**config.mk**
```make
export PLATFORM = sky130hd
export DESIGN_NAME = ysyx_22050710_lsu
export DESIGN_NICKNAME = d
export VERILOG_FILES = /design/src/rtl/ysyx_22050710_lsu.sv
export SDC_FILE = /design/constraint.sdc
export NUM_CORES = 1
export LEC_CHECK = 0
export BUFFER_PORTS_ARGS = -buffer_cell sky130_fd_sc_hd__buf_4
export CAP_MARGIN = 20
export CORE_AREA = 2 2 200 202
export DETAILED_ROUTE_END_ITERATION = 6
export DIE_AREA = 0 0 202 204
export PLACE_DENSITY = 0.63
export SLEW_MARGIN = 20
export SYNTH_ARGS = -nofsm -noshare
export SYNTH_HDL_FRONTEND = slang
export SYNTH_SLANG_ARGS = --single-unit
```
**constraint.sdc**
```tcl
create_clock -name i_clk -period 2.22 [get_ports i_clk]
set_input_delay 0.444 -clock i_clk [delete_from_list [all_inputs] [get_ports i_clk]]
set_output_delay 0.444 -clock i_clk [all_outputs]
set_load 0.02 [all_outputs]
```
**src/rtl/ysyx_22050710_lsu.sv**
```systemverilog
// Load/store unit: turns one byte/half/word/double access into 8-byte-aligned
// memory beats with lane masks, and extracts/extends load data for write-back.
// Optional macro YSYX_22050710_LSU_MISALIGN_SPLIT_EN: when defined, accesses that
// cross a doubleword boundary are split into two beats; when undefined they are
// rejected with o_resp_err=1 and never touch memory.
//
// state | meaning
// IDLE  | ready for a request
// BEAT0 | first (or only) beat offered to memory
// WAIT0 | waiting for the first beat's response
// BEAT1 | second beat of a crossing access (split build only)
// WAIT1 | waiting for the second beat's response (split build only)
// RESP  | result held for write-back
module ysyx_22050710_lsu #(
    parameter int ADDR_W = 64
) (
    input  logic              i_clk,
    input  logic              i_rst_n,
    input  logic              i_req_valid,
    output logic              o_req_ready,
    input  logic [ADDR_W-1:0] i_addr,
    input  logic [63:0]       i_wdata,
    input  logic [2:0]        i_MemOP,
    input  logic              i_WrEn,
    output logic              o_mem_valid,
    input  logic              i_mem_ready,
    output logic [ADDR_W-1:0] o_mem_addr,
    output logic              o_mem_wen,
    output logic [63:0]       o_mem_wdata,
    output logic [7:0]        o_mem_wmask,
    input  logic              i_mem_rvalid,
    input  logic [63:0]       i_mem_rdata,
    output logic              o_resp_valid,
    input  logic              i_resp_ready,
    output logic [63:0]       o_rdata,
    output logic              o_resp_err
);

    typedef enum logic [2:0] {
        IDLE  = 3'd0,
        BEAT0 = 3'd1,
        WAIT0 = 3'd2,
`ifdef YSYX_22050710_LSU_MISALIGN_SPLIT_EN
        BEAT1 = 3'd3,
        WAIT1 = 3'd4,
`endif
        RESP  = 3'd5
    } state_t;

    localparam logic [ADDR_W-1:0] BEAT_STEP = ADDR_W'(8);

    state_t      state, state_nxt;
    logic [2:0]  off_q;
    logic [2:0]  op_q;

    logic [2:0]  off_in;
    logic [3:0]  sz;
    logic        crossing;
    logic        no_access;
    logic [7:0]  base_mask;
    logic [63:0] data_trunc;
    logic [7:0]  mask_lo;
    logic [63:0] data_lo;

    assign off_in    = i_addr[2:0];
    assign sz        = 4'd1 << i_MemOP[2:1];
    assign crossing  = ({1'b0, off_in} + sz) > 4'd8;
    assign no_access = (i_MemOP == 3'b111);

    // Right-aligned lane mask and store data trimmed to the access size
    always_comb begin
        base_mask  = 8'h00;
        data_trunc = 64'd0;
        case (i_MemOP[2:1])
            2'b00:   begin base_mask = 8'h01; data_trunc = {56'd0, i_wdata[7:0]};  end
            2'b01:   begin base_mask = 8'h03; data_trunc = {48'd0, i_wdata[15:0]}; end
            2'b10:   begin base_mask = 8'h0F; data_trunc = {32'd0, i_wdata[31:0]}; end
            default: begin base_mask = 8'hFF; data_trunc = i_wdata;                end
        endcase
    end

`ifdef YSYX_22050710_LSU_MISALIGN_SPLIT_EN
    logic [15:0]  mask16;
    logic [127:0] data128;
    logic         cross_q;
    logic [7:0]   mask_hi_q;
    logic [63:0]  data_hi_q;
    logic [63:0]  rdata0_q;

    assign mask16  = i_WrEn ? ({8'd0, base_mask} << {1'b0, off_in}) : 16'd0;
    assign data128 = i_WrEn ? ({64'd0, data_trunc} << {off_in, 3'b000}) : 128'd0;
    assign mask_lo = mask16[7:0];
    assign data_lo = data128[63:0];
`else
    assign mask_lo = i_WrEn ? (base_mask << off_in) : 8'd0;
    assign data_lo = i_WrEn ? (data_trunc << {off_in, 3'b000}) : 64'd0;
`endif

    // Pick the addressed bytes out of the beat pair and extend them to 64 bits
    function automatic logic [63:0] extract(input logic [127:0] pair,
                                            input logic [2:0]   off,
                                            input logic [2:0]   op);
        logic [63:0] v;
        v = 64'(pair >> {off, 3'b000});
        case (op[2:1])
            2'b00:   return op[0] ? {56'd0, v[7:0]}  : {{56{v[7]}}, v[7:0]};
            2'b01:   return op[0] ? {48'd0, v[15:0]} : {{48{v[15]}}, v[15:0]};
            2'b10:   return op[0] ? {32'd0, v[31:0]} : {{32{v[31]}}, v[31:0]};
            default: return v;
        endcase
    endfunction

    assign o_req_ready  = (state == IDLE);
    assign o_resp_valid = (state == RESP);
`ifdef YSYX_22050710_LSU_MISALIGN_SPLIT_EN
    assign o_mem_valid  = (state == BEAT0) || (state == BEAT1);
`else
    assign o_mem_valid  = (state == BEAT0);
`endif

    // State register
    always_ff @(posedge i_clk or negedge i_rst_n) begin
        if (!i_rst_n) state <= IDLE;
        else          state <= state_nxt;
    end

    // Next-state logic
    always_comb begin
        state_nxt = state;
        case (state)
            IDLE: begin
                if (i_req_valid) begin
                    if (no_access)     state_nxt = RESP;
`ifndef YSYX_22050710_LSU_MISALIGN_SPLIT_EN
                    else if (crossing) state_nxt = RESP;
`endif
                    else               state_nxt = BEAT0;
                end
            end
            BEAT0: if (i_mem_ready) state_nxt = WAIT0;
`ifdef YSYX_22050710_LSU_MISALIGN_SPLIT_EN
            WAIT0: if (i_mem_rvalid) state_nxt = cross_q ? BEAT1 : RESP;
            BEAT1: if (i_mem_ready)  state_nxt = WAIT1;
            WAIT1: if (i_mem_rvalid) state_nxt = RESP;
`else
            WAIT0: if (i_mem_rvalid) state_nxt = RESP;
`endif
            RESP:  if (i_resp_ready) state_nxt = IDLE;
            default: state_nxt = IDLE;
        endcase
    end

    // Latched request, registered beat payload and registered result
    always_ff @(posedge i_clk or negedge i_rst_n) begin
        if (!i_rst_n) begin
            off_q       <= 3'd0;
            op_q        <= 3'd0;
            o_mem_addr  <= '0;
            o_mem_wen   <= 1'b0;
            o_mem_wmask <= 8'd0;
            o_mem_wdata <= 64'd0;
            o_rdata     <= 64'd0;
            o_resp_err  <= 1'b0;
`ifdef YSYX_22050710_LSU_MISALIGN_SPLIT_EN
            cross_q     <= 1'b0;
            mask_hi_q   <= 8'd0;
            data_hi_q   <= 64'd0;
            rdata0_q    <= 64'd0;
`endif
        end else begin
            case (state)
                IDLE: begin
                    if (i_req_valid) begin
                        off_q       <= off_in;
                        op_q        <= i_MemOP;
                        o_mem_wen   <= i_WrEn;
                        o_mem_addr  <= {i_addr[ADDR_W-1:3], 3'b000};
                        o_mem_wmask <= mask_lo;
                        o_mem_wdata <= data_lo;
                        o_rdata     <= 64'd0;
`ifdef YSYX_22050710_LSU_MISALIGN_SPLIT_EN
                        o_resp_err  <= 1'b0;
                        cross_q     <= crossing;
                        mask_hi_q   <= mask16[15:8];
                        data_hi_q   <= data128[127:64];
`else
                        o_resp_err  <= crossing && !no_access;
`endif
                    end
                end
                WAIT0: begin
                    if (i_mem_rvalid) begin
`ifdef YSYX_22050710_LSU_MISALIGN_SPLIT_EN
                        rdata0_q <= i_mem_rdata;
                        if (cross_q) begin
                            o_mem_addr  <= o_mem_addr + BEAT_STEP;
                            o_mem_wmask <= mask_hi_q;
                            o_mem_wdata <= data_hi_q;
                        end else begin
                            o_rdata <= o_mem_wen ? 64'd0 : extract({64'd0, i_mem_rdata}, off_q, op_q);
                        end
`else
                        o_rdata <= o_mem_wen ? 64'd0 : extract({64'd0, i_mem_rdata}, off_q, op_q);
`endif
                    end
                end
`ifdef YSYX_22050710_LSU_MISALIGN_SPLIT_EN
                WAIT1: begin
                    if (i_mem_rvalid)
                        o_rdata <= o_mem_wen ? 64'd0 : extract({i_mem_rdata, rdata0_q}, off_q, op_q);
                end
`endif
                default: ;
            endcase
        end
    end

endmodule

```
### Word-level counts from Yosys, hierarchy flattened

Cells that the tools add are included.

* flip-flop bits (word level): 208

* add/sub/neg operators: 1
* magnitude comparators: 1
* equality and inequality tests: 12
* shift-type cells: 4
* multiplexer cells: 19
* reductions and logical operators: 9

Operators by type and width (count)
* 2-to-1 mux 64 bit: 7
* one-hot mux 64 bit (3 select lines): 2
* one-hot mux 64 bit (2 select lines): 1
* left shift 64 x 6 -> 64 bit: 1
* >> shifter 64 x 6 -> 64 bit: 1
* one-hot mux 8 bit (3 select lines): 1
* 2-to-1 mux 3 bit: 6
* one-hot mux 3 bit (4 select lines): 1
* 2-to-1 mux 8 bit: 1
* left shift 8 x 3 -> 8 bit: 1
* equality test 3 bit, second input constant: 2
* adder 3 x 4 -> 4 bit: 1
* equality test 2 x 1 -> 1 bit, second input constant: 2
* equality test 2 bit, second input constant: 2
* greater-than comparator 4 bit, second input constant: 1
* logical NOT 2 bit: 2
* inequality test 2 x 1 -> 1 bit, second input constant: 2
* inequality test 2 bit, second input constant: 2
* AND reduction 4 bit: 1
* left shift 1 x 2 -> 4 bit, first input constant: 1
* equality test 3 x 1 -> 1 bit, second input constant: 1
* equality test 3 x 2 -> 1 bit, second input constant: 1
* logical NOT 3 bit: 1
* AND reduction 3 bit: 1
* other kinds (4): 4

### Logic depth before layout (Yosys ltp)

Gate-level depths: netlist of the first run.

* depth after elaboration: 7
* depth in mapped cells: 11
* gate-level depth less buffers: 10

### Least setup slack after synthesis of the first run

Ideal clock, no wire load.

* kind: in2reg
* start point: input i_MemOP[2]
* end point: register state[2]
* library setup time: 83 ps
* data arrival time: 2665 ps
* data required time: 2137 ps
* slack: -528 ps
* cell stages on the path: 11
* path buffers: 3
* cell sequence: clkbuf_1 -> clkbuf_1 -> clkbuf_1 -> nor2b_1 -> inv_1 -> fa_1 -> nor3b_1 -> o21a_1 -> nor4_1 -> a211oi_1 -> o21ai_0

* longest elaborated chain between the ends: 7

Ends and longest elaborated chain
* from (decl): RTL line 23 `input logic [2:0] i_MemOP,`
* left shift 1 x 2 -> 4 bit: RTL line 66 `assign sz = 4'd1 << i_MemOP[2:1];`
* adder 3 x 4 -> 4 bit: RTL line 67 `assign crossing = ({1'b0, off_in} + sz) > 4'd8;`
* greater-than comparator 4 bit: RTL line 67
* 2-to-1 mux 3 bit: RTL line 135 `else if (crossing) state_nxt = RESP;`
* 2-to-1 mux 3 bit (*): RTL line 133 `if (no_access) state_nxt = RESP;`
* 2-to-1 mux 3 bit (*): RTL line 132 `if (i_req_valid) begin`
* one-hot mux 3 bit (4 select lines) (*): RTL line 130 `case (state)`
* to (signal assigned): RTL line 124 `else state <= state_nxt;`
* to (decl): RTL line 52 `state_t state, state_nxt;`

Every way passes the cells marked *; elsewhere a longest branch is shown, timed or not. The select of a mux whose other input is x is not followed.
A chain may end at the register's enable or synchronous reset.

### Final worst setup path of the first run

* start point: register off_q[1]
* end point: register o_rdata[37]

* longest elaborated chain between the ends: 6

Ends and longest elaborated chain
* from (decl): RTL line 53 `logic [2:0] off_q;`
* from (signal assigned): RTL line 174 `off_q <= off_in;`
* >> shifter 64 x 6 -> 64 bit (*): RTL line 104 `v = 64'(pair >> {off, 3'b000});`
* 2-to-1 mux 64 bit (on tied branches): RTL line 108, 106, 107
* one-hot mux 64 bit (3 select lines) (*): RTL line 105 `case (op[2:1])`
* 2-to-1 mux 64 bit (*): RTL line 203 `o_rdata <= o_mem_wen ? 64'd0 : extract({64'd0, i_mem_rdata}, off_q, op_q);`
* 2-to-1 mux 64 bit (*): RTL line 192 `if (i_mem_rvalid) begin`
* one-hot mux 64 bit (2 select lines) (*): RTL line 171 `case (state)`
* to (signal assigned): RTL line 203
* to (decl): RTL line 35 `output logic [63:0] o_rdata,`

Marked as above.

==> results by group, run 1 <==
Die
  – Effective utilization at floorplan: 29.7%
  – Rows: 73
  – Horizontal extent of the die: 202 um
  – Vertical die dimension: 204 um
  – Die Area: 41,200 um^2
  – Count of pins on the block boundary: 407
  – Area of the placeable core: 39,200 um^2

Synthesis
  – Largest area contributor in the netlist: dfrtp_1
  – Count of flip-flops with a built-in enable after synthesis: 0
  – Synth async-reset ratio: 100%
  – Avg Cell Area, Syn: 9.02 um^2
  – Flops & latches, synth: 208
  – Register area share after synthesis: 44.8%
  – Gate count of the mapped netlist: 1,288
  – Synthesized area: 11,600 um^2
  – Biggest area contributors in the synthesized netlist: dfrtp_1, nand2_1, mux2i_1
  – Synth top area share: 44.8%
  – Distinct cell type count after synthesis: 57
  – Most frequently used flop master after synthesis: dfrtp_1
  – Warning count from the yosys run: 0

Global routing
  – Overflow left after global routing: 0
  – Pin count of the biggest net entering global routing: 70
  – Wire length of the first global-routing pass: 70.1 mm
  – GRT Util Overall: 21.7%
  – Via count of the first global-routing pass: 11,600
  – Number of antenna violations at the first check in global routing: 0

Detailed routing
  – Final routed DRC violation total: 0
  – Number of vias in the routed layout: 11,800
  – Antenna-violating nets left: 0
  – First-pass detailed-route iteration total: 5
  – DR iter-0 viols: 723
  – Final routed wirelength across all metal layers: 46.0 mm
  – Average wire per standard cell: 20.4 um
  – Vias per cell: 5.22

Min path
  – Hold depth: 3
  – Min-Delay Path Class: in -> reg
  – End of the worst hold path: o_mem_addr[6]
  – Launch instance of the worst min-delay path: i_addr[6]

Final layout
  – Area grow syn2layout: 44.4%
  – Share of post-route cells with drive strength above 1: 35.5%
  – Area taken by multi-input logic gates: 5930 um^2
  – Most common cell after layout, fill and taps aside: buf_4
  – # diodes: 0
  – Final-stage net count: 1,912
  – Fill cell count: 3,850
  – Post-layout util: 42.8%
  – FF/Latch Area: 5210 um^2
  – Highest-count cells in the layout ignoring fill and taps: buf_4, nand2_1, dfrtp_1, o21ai_0

Setup path
  – FF-to-FF setup slack: 0.05 ns
  – Critical setup path kind: reg -> reg
  – Data required, critical path: 2.64 ns
  – Longest individual stage delay on the worst path: 0.49 ns
  – Sort of element at the end of the critical path: flop
  – Worst Setup Start Kind: flop
  – Cells on worst reg2reg path: 6
  – Maximum fanout along the worst path: 32
  – Crit-path leading delay family: multiplexers
  – Cell Chain, Critical Path: mux2_2 -> mux4_2 -> nor4b_4 -> a211oi_4 -> buf_12 -> o21ai_0
  – Origin of the worst setup path: off_q[1]
  – Cell at the slowest stage of the critical path: mux4_2
  – Reg-to-reg startpoint: off_q[1]
  – Combined buffer and inverter count along the critical path: 1
  – Arrival time worst endpoint: 2.60 ns
  – Terminus of the critical flop-to-flop path: o_rdata[37]

Clocking
  – Clk Tree Root Cell: clkbuf_16
  – Clock latency at the later pin of the worst-skew pair: 0.56 ns
  – H-tree level count: 1
  – TritonCTS clock tree: built
  – Clk slew on worst S/H paths: 0.06 ns
  – Maximum clock insertion buffer count: 3
  – Number of clock sinks: 208
  – Number of buffers inserted during clock tree synthesis: 27

Placed design
  – Placer Congestion: 0.907
  – HPWL after DPL: 34.3 mm
  – Port bufs: 403

Power
  – Largest voltage drop on the vdd net: 0.000657 V
  – Overall power after layout: 22,400 uW
  – Static Leakage: 0.00820 uW
  – Ratio of total power to cell area: 1340 nW/um^2

STA
  – Post-route clock skew: 0.0155 ns
  – Setup repair after global routing missed its margin: no
  – Final hold vios: 0
  – Shortest clock period the worst path allows after layout: 2.17 ns
  – Final Setup Violations: 0
  – Setup tns final: 0 ns
  – Post-route clock period utilization: 97.8%
  – Relative slew slack: 36.2%
  – Highest clock frequency the design can meet: 0.461 GHz
  – Final Max Slew Viols: 0
  – Slew at the pin closest to its max-slew limit: 0.953 ns

Status
  – Status: complete, no violations

Flow run
  – Number of max-cap violations: 0
==> registers in the layout (all words and copies together), names as in the netlist <==
signal,cells
o_mem_wdata,64
o_rdata,64
o_mem_addr,61
o_mem_wmask,8
off_q,3
op_q,3
state,3
o_mem_wen,1
o_resp_err,1
==> metal layers <==
layer | vias up | GRT usage, % | routed length, um
met4 | 0 | 5.75 | 1080
met1 | 5690 | 27.6 | 18300
li1 | 5407 | - | -
met5 | - | 0 | 0
met2 | 589 | 36.9 | 22400
met3 | 68 | 5.05 | 4250
==> power by group <==
part / internal, uW / switching (uW) / leakage [uW]
logic: 4800 / 6730 / 0.00501
registers: 5280 / 1030 / 0.00274
clock network: 2810 / 1780 / 0.000445
==> how the worst max path moves through the flow <==
stage                             end  slack [ns]  depth (start not counted)
after floorplan              state[2]       -0.19                         11
after global placement       state[2]       -0.34                         12
after detailed placement     state[2]       -0.39                         12
after CTS                 o_rdata[54]        0.05                          6
after global routing      o_rdata[37]       0.001                          6
final                     o_rdata[37]        0.05                          6
==> cells by family (layout without fill, tap and decap cells) <==
group	Yosys count	count (layout)	share of synthesized area, %
AND/OR/NAND/NOR	465	465	17.3
buffers and inverters	129	566	4.83
adder cells (fa/ha/maj)	3	3	0.388
AO/OA/AOI/OAI	365	365	20.6
flip-flops	208	208	44.8
other	1	3	0.0323
multiplexers	117	117	12.1
==> cell usage after synthesis, drive strengths merged (9+ instances only) <==
library cell  instances
nand2b               22
mux4                 16
o211ai               14
buf                  34
a211oi               21
a32o                  9
a22o                 29
nand3                15
a31oi                14
a221o                16
o22ai                18
o21ai               108
inv                  15
dfrtp               208
clkbuf               79
nand2               339
a22oi                21
mux2                 29
nor2b                22
mux2i                72
nor2                 30
o31ai                18
and2                 15
a21oi                72
==> stage by stage <==
step	instance area [um^2]	hold slack [ns]	instances	setup WS, ns
global route	16800	0.0500	2252	0.00130
finish	16800	0.0773	2252	0.0496
global placement	15800	0.408	2200	-0.342
detailed placement	15800	0.408	2200	-0.387
CTS	16800	0.0379	2252	0.0523
floorplan	11700	0.148	1290	-0.193
==> layout make-up <==
cell class | instances | share of cell area (%)
Clock buffer | 38 | 4.45
Clock inverter | 11 | 1.01
Inverter | 16 | 0.373
Multi-Input combinational cell | 953 | 35.3
Sequential cell | 208 | 31.0
Tap cell | 525 | 3.91
Timing Repair Buffer | 501 | 23.9
==> worst min-delay path, cell delays in order <==
cell and delay (ns):
buf_4 0.07, nand2_1 0.04, nand2_1 0.04
==> what timing repair did <==
action,4_1_cts,5_1_grt
endpoints found under the setup margin,5,15
hold endpoints to repair,44,0
hold buffers,1,0
cloned,0,0
buffers inserted,2,0
resized for setup,1,7
(Power assumes the default switching activity.)
==> run 2: changes to the inputs <==
Settings changed: SKIP_LAST_GASP set to 1.
Clock period 2.22 ns to 2.6 ns, I/O delays scaled along.
==> run 2 against run 1 <==
Net effect:
- via count is 1.6% lower
- sequential cell count stayed put
- first-iteration DRC count increased by 21%
- critical path depth fell by 1
- final cell count is 2.8% lower
- largest power group unchanged
- register-to-register slack better by 0.23 ns
- sequential share of layout area rose by 1.1 points
- clock skew up 0.0091 ns
- utilization down 1.5 points
- largest cell class unchanged
- global-route usage down 0.59 points
==> results by group, run 2 (synthesis gave the netlist of run 1 again) <==
Status
  – Status: complete, no violations

Die
  – Area of the placeable core: 39,200 um^2
  – Rows: 73
  – Vertical die dimension: 204 um
  – Horizontal extent of the die: 202 um
  – Die Area: 41,200 um^2
  – Effective utilization at floorplan: 29.7%
  – Count of pins on the block boundary: 407

STA
  – Final Max Slew Viols: 0
  – Min setup slack post-route: 0.283 ns
  – Shortest clock period the worst path allows after layout: 2.32 ns
  – Post-route clock skew: 0.0246 ns
  – Slew at the pin closest to its max-slew limit: 1.07 ns
  – Post-route clock period utilization: 89.1%
  – Final Setup Violations: 0
  – Relative slew slack: 28.7%
  – Highest clock frequency the design can meet: 0.432 GHz
  – Final hold vios: 0
  – Final hold slack: 0.157 ns
  – Setup repair after global routing missed its margin: no

Detailed routing
  – Final routed DRC violation total: 0
  – DR iter-0 viols: 874
  – Average wire per standard cell: 20.7 um
  – First-pass detailed-route iteration total: 5
  – Number of vias in the routed layout: 11,600
  – Final routed wirelength across all metal layers: 45.4 mm
  – Vias per cell: 5.28
  – Antenna-violating nets left: 0

Global routing
  – Via count of the first global-routing pass: 11,300
  – GRT Util Overall: 21.1%
  – Overflow left after global routing: 0
  – Number of antenna violations at the first check in global routing: 0
  – Wire length of the first global-routing pass: 68.0 mm
  – Pin count of the biggest net entering global routing: 98

Clocking
  – # hold bufs at CTS: 1
  – Number of clock sinks: 208
  – Total setup buffers inserted after CTS: 0
  – Maximum clock insertion buffer count: 3
  – Clk slew on worst S/H paths: 0.06 ns
  – H-tree level count: 1
  – Clock latency at the later pin of the worst-skew pair: 0.55 ns
  – Cells resized by post-CTS repair: 0
  – Clk Tree Root Cell: clkbuf_16
  – TritonCTS clock tree: built
  – Number of buffers inserted during clock tree synthesis: 26

Final layout
  – # diodes: 0
  – Most common cell after layout, fill and taps aside: buf_4
  – Largest registers in the final layout: o_mem_wdata (64), o_rdata (64), o_mem_addr (61)
  – Share of post-route cells with drive strength above 1: 32.9%
  – Highest-count cells in the layout ignoring fill and taps: buf_4, nand2_1, dfrtp_1, o21ai_0
  – Non-filler instance count after layout: 2,190
  – Final-stage net count: 1,854
  – Area grow syn2layout: 39.3%
  – Post-layout util: 41.3%

Setup path
  – Data required, critical path: 3.06 ns
  – Terminus of the critical flop-to-flop path: o_mem_wdata[11]
  – Cells on worst reg2reg path: 5
  – Worst Setup Start Kind: flop
  – Arrival time worst endpoint: 2.78 ns
  – FF-to-FF setup slack: 0.28 ns
  – Maximum fanout along the worst path: 11
  – Origin of the worst setup path: state[1]
  – Reg-to-reg startpoint: state[1]
  – Sort of element at the end of the critical path: flop
  – Critical setup path kind: reg -> reg

Flow run
  – Number of max-cap violations: 0

Power
  – Power spent charging and discharging nets: 8060 uW
  – Flop pwr share: 29.0%
  – Switching portion of total power: 43.0%
  – Ratio of total power to cell area: 1160 nW/um^2
  – Internal power consumption: 10,700 uW
  – Static Leakage: 0.00787 uW
  – Clock power share: 20.6%
  – Largest voltage drop on the vdd net: 0.000544 V
  – Part of the total power dissipated in combinational logic: 50.5%
  – Overall power after layout: 18,700 uW

Placed design
  – HPWL after DPL: 33.2 mm
  – Port bufs: 403
  – Placement Setup Slack: -0.172 ns
  – Number of placed instances, taps included: 2,145
  – Placer Congestion: 0.919

Min path
  – Launch instance of the worst min-delay path: i_addr[61]
  – Min-Delay Path Class: in -> reg
  – Hold depth: 3
  – End of the worst hold path: o_mem_addr[61]
[run 2: cell types whose count changed in the layout (fill, tap and decap cells not counted), sizes merged]
cell	change
clkbuf	-6
buf	-57
clkinv	+2
inv	-1
[run 2: layer usage]
metal | share of wire, % | wire (um) | global-route usage [%]
met1 | 40 | 18400 | 26.9
met2 | 48 | 21800 | 35.9
met3 | 8.7 | 3960 | 4.27
met4 | 2.6 | 1200 | 6.46
met5 | 0 | 0 | 0
[run 2: cell type report]
type,count,area (um^2)
Inverter,16,60.1
Fill cell,3862,23000
Sequential cell,208,5210
Tap cell,525,657
Clock inverter,12,170
Multi-Input combinational cell,953,5880
Timing Repair Buffer,444,3480
Clock buffer,32,724
[run 2: how the worst max path moves through the flow]
stage / to / slack, ns / cells past startpoint
6_report: o_mem_wdata[11] / 0.28 / 5
5_1_grt: o_mem_wdata[34] / 0.13 / 6
3_3_place_gp: state[2] / -0.07 / 11
3_5_place_dp: state[2] / -0.17 / 11
4_1_cts: o_mem_wdata[39] / 0.28 / 6
2_1_floorplan: state[2] / 0.01 / 11
[run 2: critical path, cell delays in order (launching register included)]
cell and delay [ns]:
dfrtp_1 0.45, nor3_1 0.32, and2_2 0.28, and3_1 0.56, nand2_1 0.36, o21ai_0 0.26
[run 2: per-stage QoR]
step	area (um^2)	setup TNS [ns]
6_report	16200	0
3_5_place_dp	15300	-0.189
2_1_floorplan	11600	0
5_1_grt	16200	0
3_3_place_gp	15300	-0.0693
4_1_cts	16200	0
[run 2: power groups by stage]
| stage | sequential [uW] | combinational [uW] | clock (uW) |
|---|---|---|---|
| after floorplan | 6670 | 4280 | 0 |
| after global placement | 5420 | 9380 | 0 |
| after detailed placement | 5440 | 9490 | 0 |
| after CTS | 5420 | 9510 | 3950 |
| after global routing | 5570 | 10200 | 4040 |
| final | 5430 | 9460 | 3850 |
